`src/rtl/clk_en_pkg.sv`:
```
// +------------------------------------------------------------------+
// | clk_en_pkg : shared types and defaults for the clock-enable       |
// |              scheduler                                            |
// | rev 1.0                                                           |
// +------------------------------------------------------------------+
`default_nettype none

package clk_en_pkg;

    localparam int CNT_W_DEF = 19;

    typedef enum logic [1:0] {
        STOPPED  = 2'd0,
        RUNNING  = 2'd1,
        STEPPING = 2'd2
    } sched_state_t;

    // Reset divisor: half the counter range minus one.
    function automatic int unsigned rst_div_default(input int unsigned cnt_w);
        return (32'd1 << (cnt_w - 32'd1)) - 32'd1;
    endfunction

endpackage

`default_nettype wire

```
`src/rtl/clk_en_sched_if.sv`:
```
// +------------------------------------------------------------------+
// | clk_en_sched_if : control, configuration and strobe bundle of     |
// |                   the clock-enable scheduler                      |
// | rev 1.0                                                           |
// +------------------------------------------------------------------+
`default_nettype none

interface clk_en_sched_if
    import clk_en_pkg::*;
#(
    parameter int N_CH  = 2,
    parameter int CNT_W = CNT_W_DEF
);
    localparam int CH_W = (N_CH > 1) ? $clog2(N_CH) : 1;

    logic              run_en;
    logic              step_req;
    logic              step_ack;
    logic              cfg_we;
    logic [CH_W-1:0]   cfg_ch;
    logic [CNT_W-1:0]  cfg_div;
    logic [N_CH-1:0]   tick;
    logic [N_CH-1:0]   phase;
    logic              busy;

    modport master (
        output run_en, step_req, cfg_we, cfg_ch, cfg_div,
        input  step_ack, tick, phase, busy
    );

    modport slave (
        input  run_en, step_req, cfg_we, cfg_ch, cfg_div,
        output step_ack, tick, phase, busy
    );

endinterface

`default_nettype wire

```
`src/rtl/clk_en_chan.sv`:
```
// +------------------------------------------------------------------+
// | clk_en_chan : one divider channel (counter, divisor, pending      |
// |               divisor, tick strobe and phase square wave)         |
// | rev 1.0                                                           |
// +------------------------------------------------------------------+
`default_nettype none

module clk_en_chan
    import clk_en_pkg::*;
#(
    parameter int               CNT_W   = CNT_W_DEF,
    parameter logic [CNT_W-1:0] RST_DIV = CNT_W'(rst_div_default(CNT_W))
) (
    input  wire logic             clk,
    input  wire logic             rst_n,
    input  wire logic             advance,
    input  wire logic             stopped,
    input  wire logic             cfg_we,
    input  wire logic [CNT_W-1:0] cfg_div,
    output logic                  tick,
    output logic                  phase,
    output logic                  wrap
);

    logic [CNT_W-1:0] cnt_q, cnt_d;
    logic [CNT_W-1:0] div_q, div_d;
    logic [CNT_W-1:0] pend_q, pend_d;
    logic             pend_vld_q, pend_vld_d;
    logic             tick_q, tick_d;
    logic             phase_q, phase_d;

    assign wrap = advance && (cnt_q == div_q);

    always_comb begin
        cnt_d      = cnt_q;
        div_d      = div_q;
        pend_d     = pend_q;
        pend_vld_d = pend_vld_q;
        tick_d     = 1'b0;
        phase_d    = phase_q;

        if (wrap) begin
            cnt_d   = '0;
            tick_d  = 1'b1;
            phase_d = ~phase_q;
            if (pend_vld_q) begin
                div_d      = pend_q;
                pend_vld_d = 1'b0;
            end
        end else if (advance) begin
            cnt_d = cnt_q + CNT_W'(1);
        end

        // A write coinciding with the wrap supersedes whatever was pending.
        if (cfg_we) begin
            if (stopped) begin
                div_d = cfg_div;
                cnt_d = '0;
            end else if (wrap) begin
                div_d      = cfg_div;
                pend_vld_d = 1'b0;
            end else begin
                pend_d     = cfg_div;
                pend_vld_d = 1'b1;
            end
        end
    end

    always_ff @(posedge clk or negedge rst_n) begin
        if (!rst_n) begin
            cnt_q      <= '0;
            div_q      <= RST_DIV;
            pend_q     <= '0;
            pend_vld_q <= 1'b0;
            tick_q     <= 1'b0;
            phase_q    <= 1'b0;
        end else begin
            cnt_q      <= cnt_d;
            div_q      <= div_d;
            pend_q     <= pend_d;
            pend_vld_q <= pend_vld_d;
            tick_q     <= tick_d;
            phase_q    <= phase_d;
        end
    end

    assign tick  = tick_q;
    assign phase = phase_q;

endmodule

`default_nettype wire

```
`src/rtl/clk_en_sched.sv`:
```
// +------------------------------------------------------------------+
// | clk_en_sched : run/stop/single-step controller driving N_CH       |
// |                clock-enable divider channels                      |
// | rev 1.0                                                           |
// +------------------------------------------------------------------+
`default_nettype none

module clk_en_sched
    import clk_en_pkg::*;
#(
    parameter int               N_CH    = 2,
    parameter int               CNT_W   = CNT_W_DEF,
    parameter logic [CNT_W-1:0] RST_DIV = CNT_W'(rst_div_default(CNT_W))
) (
    input  wire logic      CLK,
    input  wire logic      RST_N,
    clk_en_sched_if.slave  sif
);

    localparam int CH_W = (N_CH > 1) ? $clog2(N_CH) : 1;

    sched_state_t state_q, state_d;
    logic         step_ack_q, step_ack_d;
    logic         busy_q, busy_d;

    logic         w_advance;
    logic         w_stopped;
    logic [N_CH-1:0] w_tick;
    logic [N_CH-1:0] w_phase;
    logic [N_CH-1:0] w_wrap;
    logic         w_unused_wrap;

    assign w_advance = (state_q == RUNNING) || (state_q == STEPPING);
    assign w_stopped = (state_q == STOPPED);

    for (genvar i = 0; i < N_CH; i++) begin : g_chan
        logic w_we;
        assign w_we = sif.cfg_we && (sif.cfg_ch == CH_W'(i));

        clk_en_chan #(
            .CNT_W   (CNT_W),
            .RST_DIV (RST_DIV)
        ) u_chan (
            .clk     (CLK),
            .rst_n   (RST_N),
            .advance (w_advance),
            .stopped (w_stopped),
            .cfg_we  (w_we),
            .cfg_div (sif.cfg_div),
            .tick    (w_tick[i]),
            .phase   (w_phase[i]),
            .wrap    (w_wrap[i])
        );
    end

    // Only channel 0 terminates a single step; other wraps have no consumer.
    assign w_unused_wrap = ^w_wrap;

    always_comb begin
        state_d    = state_q;
        step_ack_d = 1'b0;
        case (state_q)
            STOPPED: begin
                if (sif.run_en) begin
                    state_d = RUNNING;
                end else if (sif.step_req) begin
                    state_d = STEPPING;
                end
            end
            RUNNING: begin
                if (!sif.run_en) begin
                    state_d = STOPPED;
                end
            end
            STEPPING: begin
                if (w_wrap[0]) begin
                    state_d    = STOPPED;
                    step_ack_d = 1'b1;
                end
            end
            default: state_d = STOPPED;
        endcase
        busy_d = (state_d != STOPPED);
    end

    always_ff @(posedge CLK or negedge RST_N) begin
        if (!RST_N) begin
            state_q    <= STOPPED;
            step_ack_q <= 1'b0;
            busy_q     <= 1'b0;
        end else begin
            state_q    <= state_d;
            step_ack_q <= step_ack_d;
            busy_q     <= busy_d;
        end
    end

    assign sif.tick     = w_tick;
    assign sif.phase    = w_phase;
    assign sif.step_ack = step_ack_q;
    assign sif.busy     = busy_q;

endmodule

`default_nettype wire

```
`src/flat_wrapper.sv`:
```
// flat-port wrapper written by rule: the top's interface ports become plain ports
module clk_en_sched_flat import clk_en_pkg::*;
#(
    parameter int               N_CH    = 2,
    parameter int               CNT_W   = CNT_W_DEF,
    parameter logic [CNT_W-1:0] RST_DIV = CNT_W'(rst_div_default(CNT_W))
)
  (CLK, RST_N, sif_run_en, sif_step_req, sif_cfg_we, sif_cfg_ch, sif_cfg_div, sif_step_ack, sif_tick, sif_phase, sif_busy);
  clk_en_sched_if #(.N_CH(N_CH), .CNT_W(CNT_W)) sif_i ();
  input  wire logic CLK;
  input  wire logic RST_N;
  input wire logic [$bits(sif_i.run_en)-1:0] sif_run_en;
  input wire logic [$bits(sif_i.step_req)-1:0] sif_step_req;
  input wire logic [$bits(sif_i.cfg_we)-1:0] sif_cfg_we;
  input wire logic [$bits(sif_i.cfg_ch)-1:0] sif_cfg_ch;
  input wire logic [$bits(sif_i.cfg_div)-1:0] sif_cfg_div;
  output wire logic [$bits(sif_i.step_ack)-1:0] sif_step_ack;
  output wire logic [$bits(sif_i.tick)-1:0] sif_tick;
  output wire logic [$bits(sif_i.phase)-1:0] sif_phase;
  output wire logic [$bits(sif_i.busy)-1:0] sif_busy;
  assign sif_i.run_en = sif_run_en;
  assign sif_i.step_req = sif_step_req;
  assign sif_i.cfg_we = sif_cfg_we;
  assign sif_i.cfg_ch = sif_cfg_ch;
  assign sif_i.cfg_div = sif_cfg_div;
  assign sif_step_ack = sif_i.step_ack;
  assign sif_tick = sif_i.tick;
  assign sif_phase = sif_i.phase;
  assign sif_busy = sif_i.busy;
  clk_en_sched #(.N_CH(N_CH), .CNT_W(CNT_W), .RST_DIV(RST_DIV)) u_core (.CLK(CLK), .RST_N(RST_N), .sif(sif_i));
endmodule
```
`config.mk`:
```
export PLATFORM = sky130hd
export DESIGN_NAME = clk_en_sched_flat
export DESIGN_NICKNAME = d
export VERILOG_FILES = /design/src/rtl/clk_en_pkg.sv /design/src/rtl/clk_en_sched_if.sv /design/src/rtl/clk_en_chan.sv /design/src/rtl/clk_en_sched.sv /design/src/flat_wrapper.sv
export SDC_FILE = /design/constraint.sdc
export NUM_CORES = 1
export LEC_CHECK = 0
export BUFFER_PORTS_ARGS = -buffer_cell sky130_fd_sc_hd__buf_2
export CELL_PAD_IN_SITES_DETAIL_PLACEMENT = 1
export CELL_PAD_IN_SITES_GLOBAL_PLACEMENT = 2
export CORE_ASPECT_RATIO = 0.5
export CORE_MARGIN = 2
export CORE_UTILIZATION = 44
export DETAILED_ROUTE_END_ITERATION = 6
export GPL_ROUTABILITY_DRIVEN = 1
export PLACE_DENSITY = 0.94
export SETUP_SLACK_MARGIN = 0.15
export SLEW_MARGIN = 0
export SYNTH_ARGS = -nofsm -noshare
export SYNTH_HDL_FRONTEND = slang
export SYNTH_HIERARCHICAL = 1
export SYNTH_SLANG_ARGS = --single-unit
```
`constraint.sdc`:
```
create_clock -name CLK -period 4.1 [get_ports CLK]
set_clock_uncertainty 0.05 [all_clocks]
set_input_delay 0.82 -clock CLK [delete_from_list [all_inputs] [get_ports CLK]]
set_output_delay 0.82 -clock CLK [all_outputs]
set_load 0.01 [all_outputs]
```
======== Word-level counts from Yosys, hierarchy flattened ========
Index checks and enable logic that the tools add are counted.
word-level totals
  memories kept ........................... 0
  output and inout bits ................... 6
  latch bits .............................. 0
  input bits .............................. 25
  bits in read-only memories .............. 0
  logic and storage cells ................. 70
  memory bits (writable) .................. 0
  bits in registers ....................... 124
cells by class
  muxes and demuxes ....................... 34
  eq/ne operators ......................... 4
  div/mod/pow operators ................... 0
  multipliers ............................. 0
  shift-type cells ........................ 0
  reduce and logical (&&, ||, !) cells .... 9
  add/sub/neg operators ................... 2
  bitwise operators ....................... 6
  magnitude comparators ................... 0
operators by type and width
  kind                   number
  $mux 19                18
  $add 19x1->19 const B  2
  $eq 19x19->1           2
  $mux 1                 11
  $mux 2                 4
  $not 1->1              6
  $pmux 2 s3             1
  $reduce_and 3->1       2
  $logic_and 1x1->1      4
  $eq 2x1->1 const B     1
  $eq 2x2->1 const B     1
  $logic_not 2->1        1
  $reduce_bool 2->1      1
  $logic_or 1x1->1       1

======== Logic depth before layout (Yosys ltp) ========
  depth after elaboration ................. 7
  mapped depth ............................ 11
  depth with buffers taken out ............ 9

======== Cells and area by module ========
Netlist, hierarchy kept.
modules (own cells, without submodules)
  module                                  cells an instance  area an instance (um2)  instances
  clk_en_chan at u_core.g_chan[0].u_chan  358                3548.4                  1
  clk_en_chan at u_core.g_chan[1].u_chan  354                3497.1                  1
  clk_en_sched                            26                 279.0                   1

======== Worst setup path after synthesis ========
OpenSTA, ideal clock, no wires.
  path type ............................... input to register
  from .................................... input sif_cfg_ch
  to ...................................... register (tool-made name)
  stages .................................. 7
  path slack .............................. 1.765 ns
  path buffers ............................ 2
  required time ........................... 3.960 ns
  arrival time ............................ 2.195 ns
  cells stage by stage .................... and2_1 -> nand2b_1 -> clkbuf_1 -> clkbuf_1 -> nor2_1 -> mux2_4 -> nor4_2
RTL lines
  item             line                source
  start, declared  flat_wrapper.sv:15  input wire logic [$bits(sif_i.cfg_ch)-1:0] sif_cfg_ch;

==> impl_results.md <==
- Initial core utilization: 44.8%
- Slowest CP cell: and3_1
- Final period demand of the worst path: 3320 ps
- Seq cells post-synth: 124
- Post-CTS Setup Bufs: 0
- Initial antenna violation count: 0
- DR vias: about 5700
- Cts hold-fix bufs: 0
- Max Buffers Root-to-Sink: 2
- Die X: approximately 190 um
- H-tree depth: 4
- Setup TNS: 0 ps
- CTS Root Buffer Type: clkbuf_16
- DRT antenna net count: 0
- Status: completed
- Die Ht: approximately 95 um
- Clock power frac: between 20% and 30%
- Gate power share: 35.3%
- CP Capture Type: register
- Crit path DAT: approximately 3600 ps
- Most frequent cells in the layout: nor2_1 (114), dfrtp_1 (88), nor3_1 (72), xnor2_1 (47), dfstp_2 (36)
- Placed insts: 966
- Peak supply drop: 0.375 mV
- Worst-Skew Late Latency: about 420 ps
- GRT Resource Usage Total: roughly 25%
- Critical path peak fanout: 21
- Synth Area per Inst: roughly 9.9 um^2
- Lkg Pwr: ~3.4 nW
- Total gr overflow: 0
- CP cell instances: inv_1, ha_1, nand4_1, nor4_4, buf_4, and3_1, nor3_1, nor4_2
- Global-route wire length before repair: between 30000 and 40000 um
- Largest net degree at the start of global routing: 54
- Port bufs: 30
- Fillers: 1850
- Cell row count: 33
- Vias in the first global route: around 6200
- Cts bufs inserted: 17
- # IOs: 31
- Mapped cell area: between 7000 and 8000 um^2
- Primary FF master, synth: dfrtp_1
- Post-DR vias/cell: between 5 and 6
- Max incr delay on CP: 710 ps
- Register area share after synthesis: 43.0%
- Wirelength, routed: between 20000 and 25000 um
- CTS clock-pin slew for the worst setup and hold paths: 60 ps
- WS Path Type: reg -> reg
- Number of nets in the layout: a little under 800
- Int Power: roughly 3.8 mW
- Starting DRT DRC Count: ~210
- Ratio of cells with drive above 1 in the final layout: about a quarter
- Antenna Cells: 0
- Setup violations, final: 0
- Synth area leader: dfrtp_1
- Pre-antenna DRT Iters: 4
- RSZ-0062 raised after global routing: false
- Post-synth EDFFs: 0
- Dpl hpwl: approximately 14000 um
- Final slew viol count: 0
- Most common cell after layout, fill and taps aside: nor2_1
- Synth top area share: roughly 30%
- CTS tree: built
- Worst endpoint required time: approximately 4400 ps
- Core Area: between 15000 and 20000 um^2
- Cell count after synthesis: approximately 740
- Max Cap Viol: 0
- Synth unique cells: 50
- Setup crit start kind: register
- Die area: approximately 18000 um^2
- DR WL/cell: approximately 20 um
- Global placer's final weighted congestion: between 0.8 and 0.9
- Sequential fraction of design power: between 30% and 40%
- DRC: 0
- Final Cycle Share: between 80% and 90%
- Clock Sinks: 124
- Synthesized net count: 770
- Switching Share: a little over a third
- Hold Fails Final Rpt: 0
- Yosys warns: 6
- CTS resizes: 0
- Area growth, synth to finish: 12.9%
- Fmax: between 300 and 400 MHz
- Synth area leaders: dfrtp_1 (30%), dfstp_2 (13%), nor2_1 (5.8%)
- Async SR Flop Fraction: 100%
- Worst slew margin: just under 40%
- Pwr Total: slightly below 6 mW
- PwrDens: around 710 nW/um^2
- Non-Filler Instances: around 1000
- Least-Margin Pin Slew: approximately 920 ps
- Hold crit path type: in -> async
- Switching power: between 2 and 2.5 mW
final timing paths:
path                            cells past startpoint                                end  slack (ps)                           from
worst min register to register                      1      u_core/g_chan[0].u_chan/phase         420  u_core/g_chan[0].u_chan/phase
min in group CLK                                    1      u_core/g_chan[0].u_chan/phase         420  u_core/g_chan[0].u_chan/phase
worst max register to register                      8                           register         780              u_core/state_q[1]
worst max-delay path                                8                           register         780              u_core/state_q[1]
max in group asynchronous                           2         asynchronous set/reset pin        2630                          RST_N
worst min-delay path                                1  u_core/g_chan[0].u_chan/cnt_q[17]         410                          RST_N
worst max-delay path: cells and delay by family, from the launching register on:
family | cells | cell delay (ps)
buffers and inverters | 2 | 400
flip-flops | 1 | 460
AND/OR/NAND/NOR | 5 | 1720
adder cells (fa/ha/maj) | 1 | 550
cell families (layout without fill, tap and decap cells):
family	after synthesis	after routing	share of synthesized area [%]
adder cells (fa/ha/maj)	7	7	1.20
XOR/XNOR	67	67	8.01
AO/OA/AOI/OAI	56	56	6.01
multiplexers	59	59	10.4
AND/OR/NAND/NOR	355	355	26.7
flip-flops	124	124	43.0
buffers and inverters	70	103	4.68
layer usage:
metal  vias to the layer above  part of all wire [%]  global-route usage [%]
met5                         -                     0                       0
met1                      2967                    48                    32.7
met3                        19                   2.7                    4.23
met2                        87                    48                    41.9
li1                       2633                     -                       -
met4                         0                  0.96                    6.48
synthesized netlist by cell type (4+ instances only):
master and instances:
buf_4 4, and2_1 4, mux2_4 27, nand4_1 22
ha_1 7, xor2_1 20, mux2_1 13, xnor2_1 47
nor4_1 6, o31ai_1 19, clkbuf_1 17, a41oi_1 14
nand2_1 17, and3_1 6, nand3_1 26, inv_1 25
nor3b_1 14, nor3_1 73, nand2b_1 33, dfrtp_1 88
dfstp_2 36, buf_6 6, o22ai_1 10, buf_2 16
and4_1 6, nor4_2 10, mux2_2 17, nor2_1 114
nor3_2 8
through the flow:
stage | worst slack [ps] | utilization [%] | hold slack, ps | instance area (um^2)
2_1_floorplan | 1770 | - | 409 | 7320
3_3_place_gp | 1040 | 46.8 | 407 | 7650
3_5_place_dp | 895 | 46.8 | 410 | 7650
4_1_cts | 796 | 50.6 | 421 | 8270
5_1_grt | 584 | 50.6 | 458 | 8270
6_report | 785 | 50.6 | 412 | 8270
layout make-up:
type,instances,area (um^2),area share [%]
Timing Repair Buffer,46,273,3.30
Clock buffer,19,453,5.48
Multi-Input combinational cell,544,3850,46.5
Tap cell,227,284,3.44
Clock inverter,13,168,2.03
Inverter,25,93.8,1.14
Sequential cell,124,3150,38.1
power groups by stage:
stage	combinational, mW	sequential [mW]	clock [mW]
after detailed placement	2.04	2.19	0
final	2.07	2.20	1.60
after floorplan	1.61	2.03	0
after CTS	2.08	2.18	1.63
after global routing	2.27	2.25	1.69
after global placement	1.93	2.16	0
Note: power is estimated with default switching activity, not from simulation.
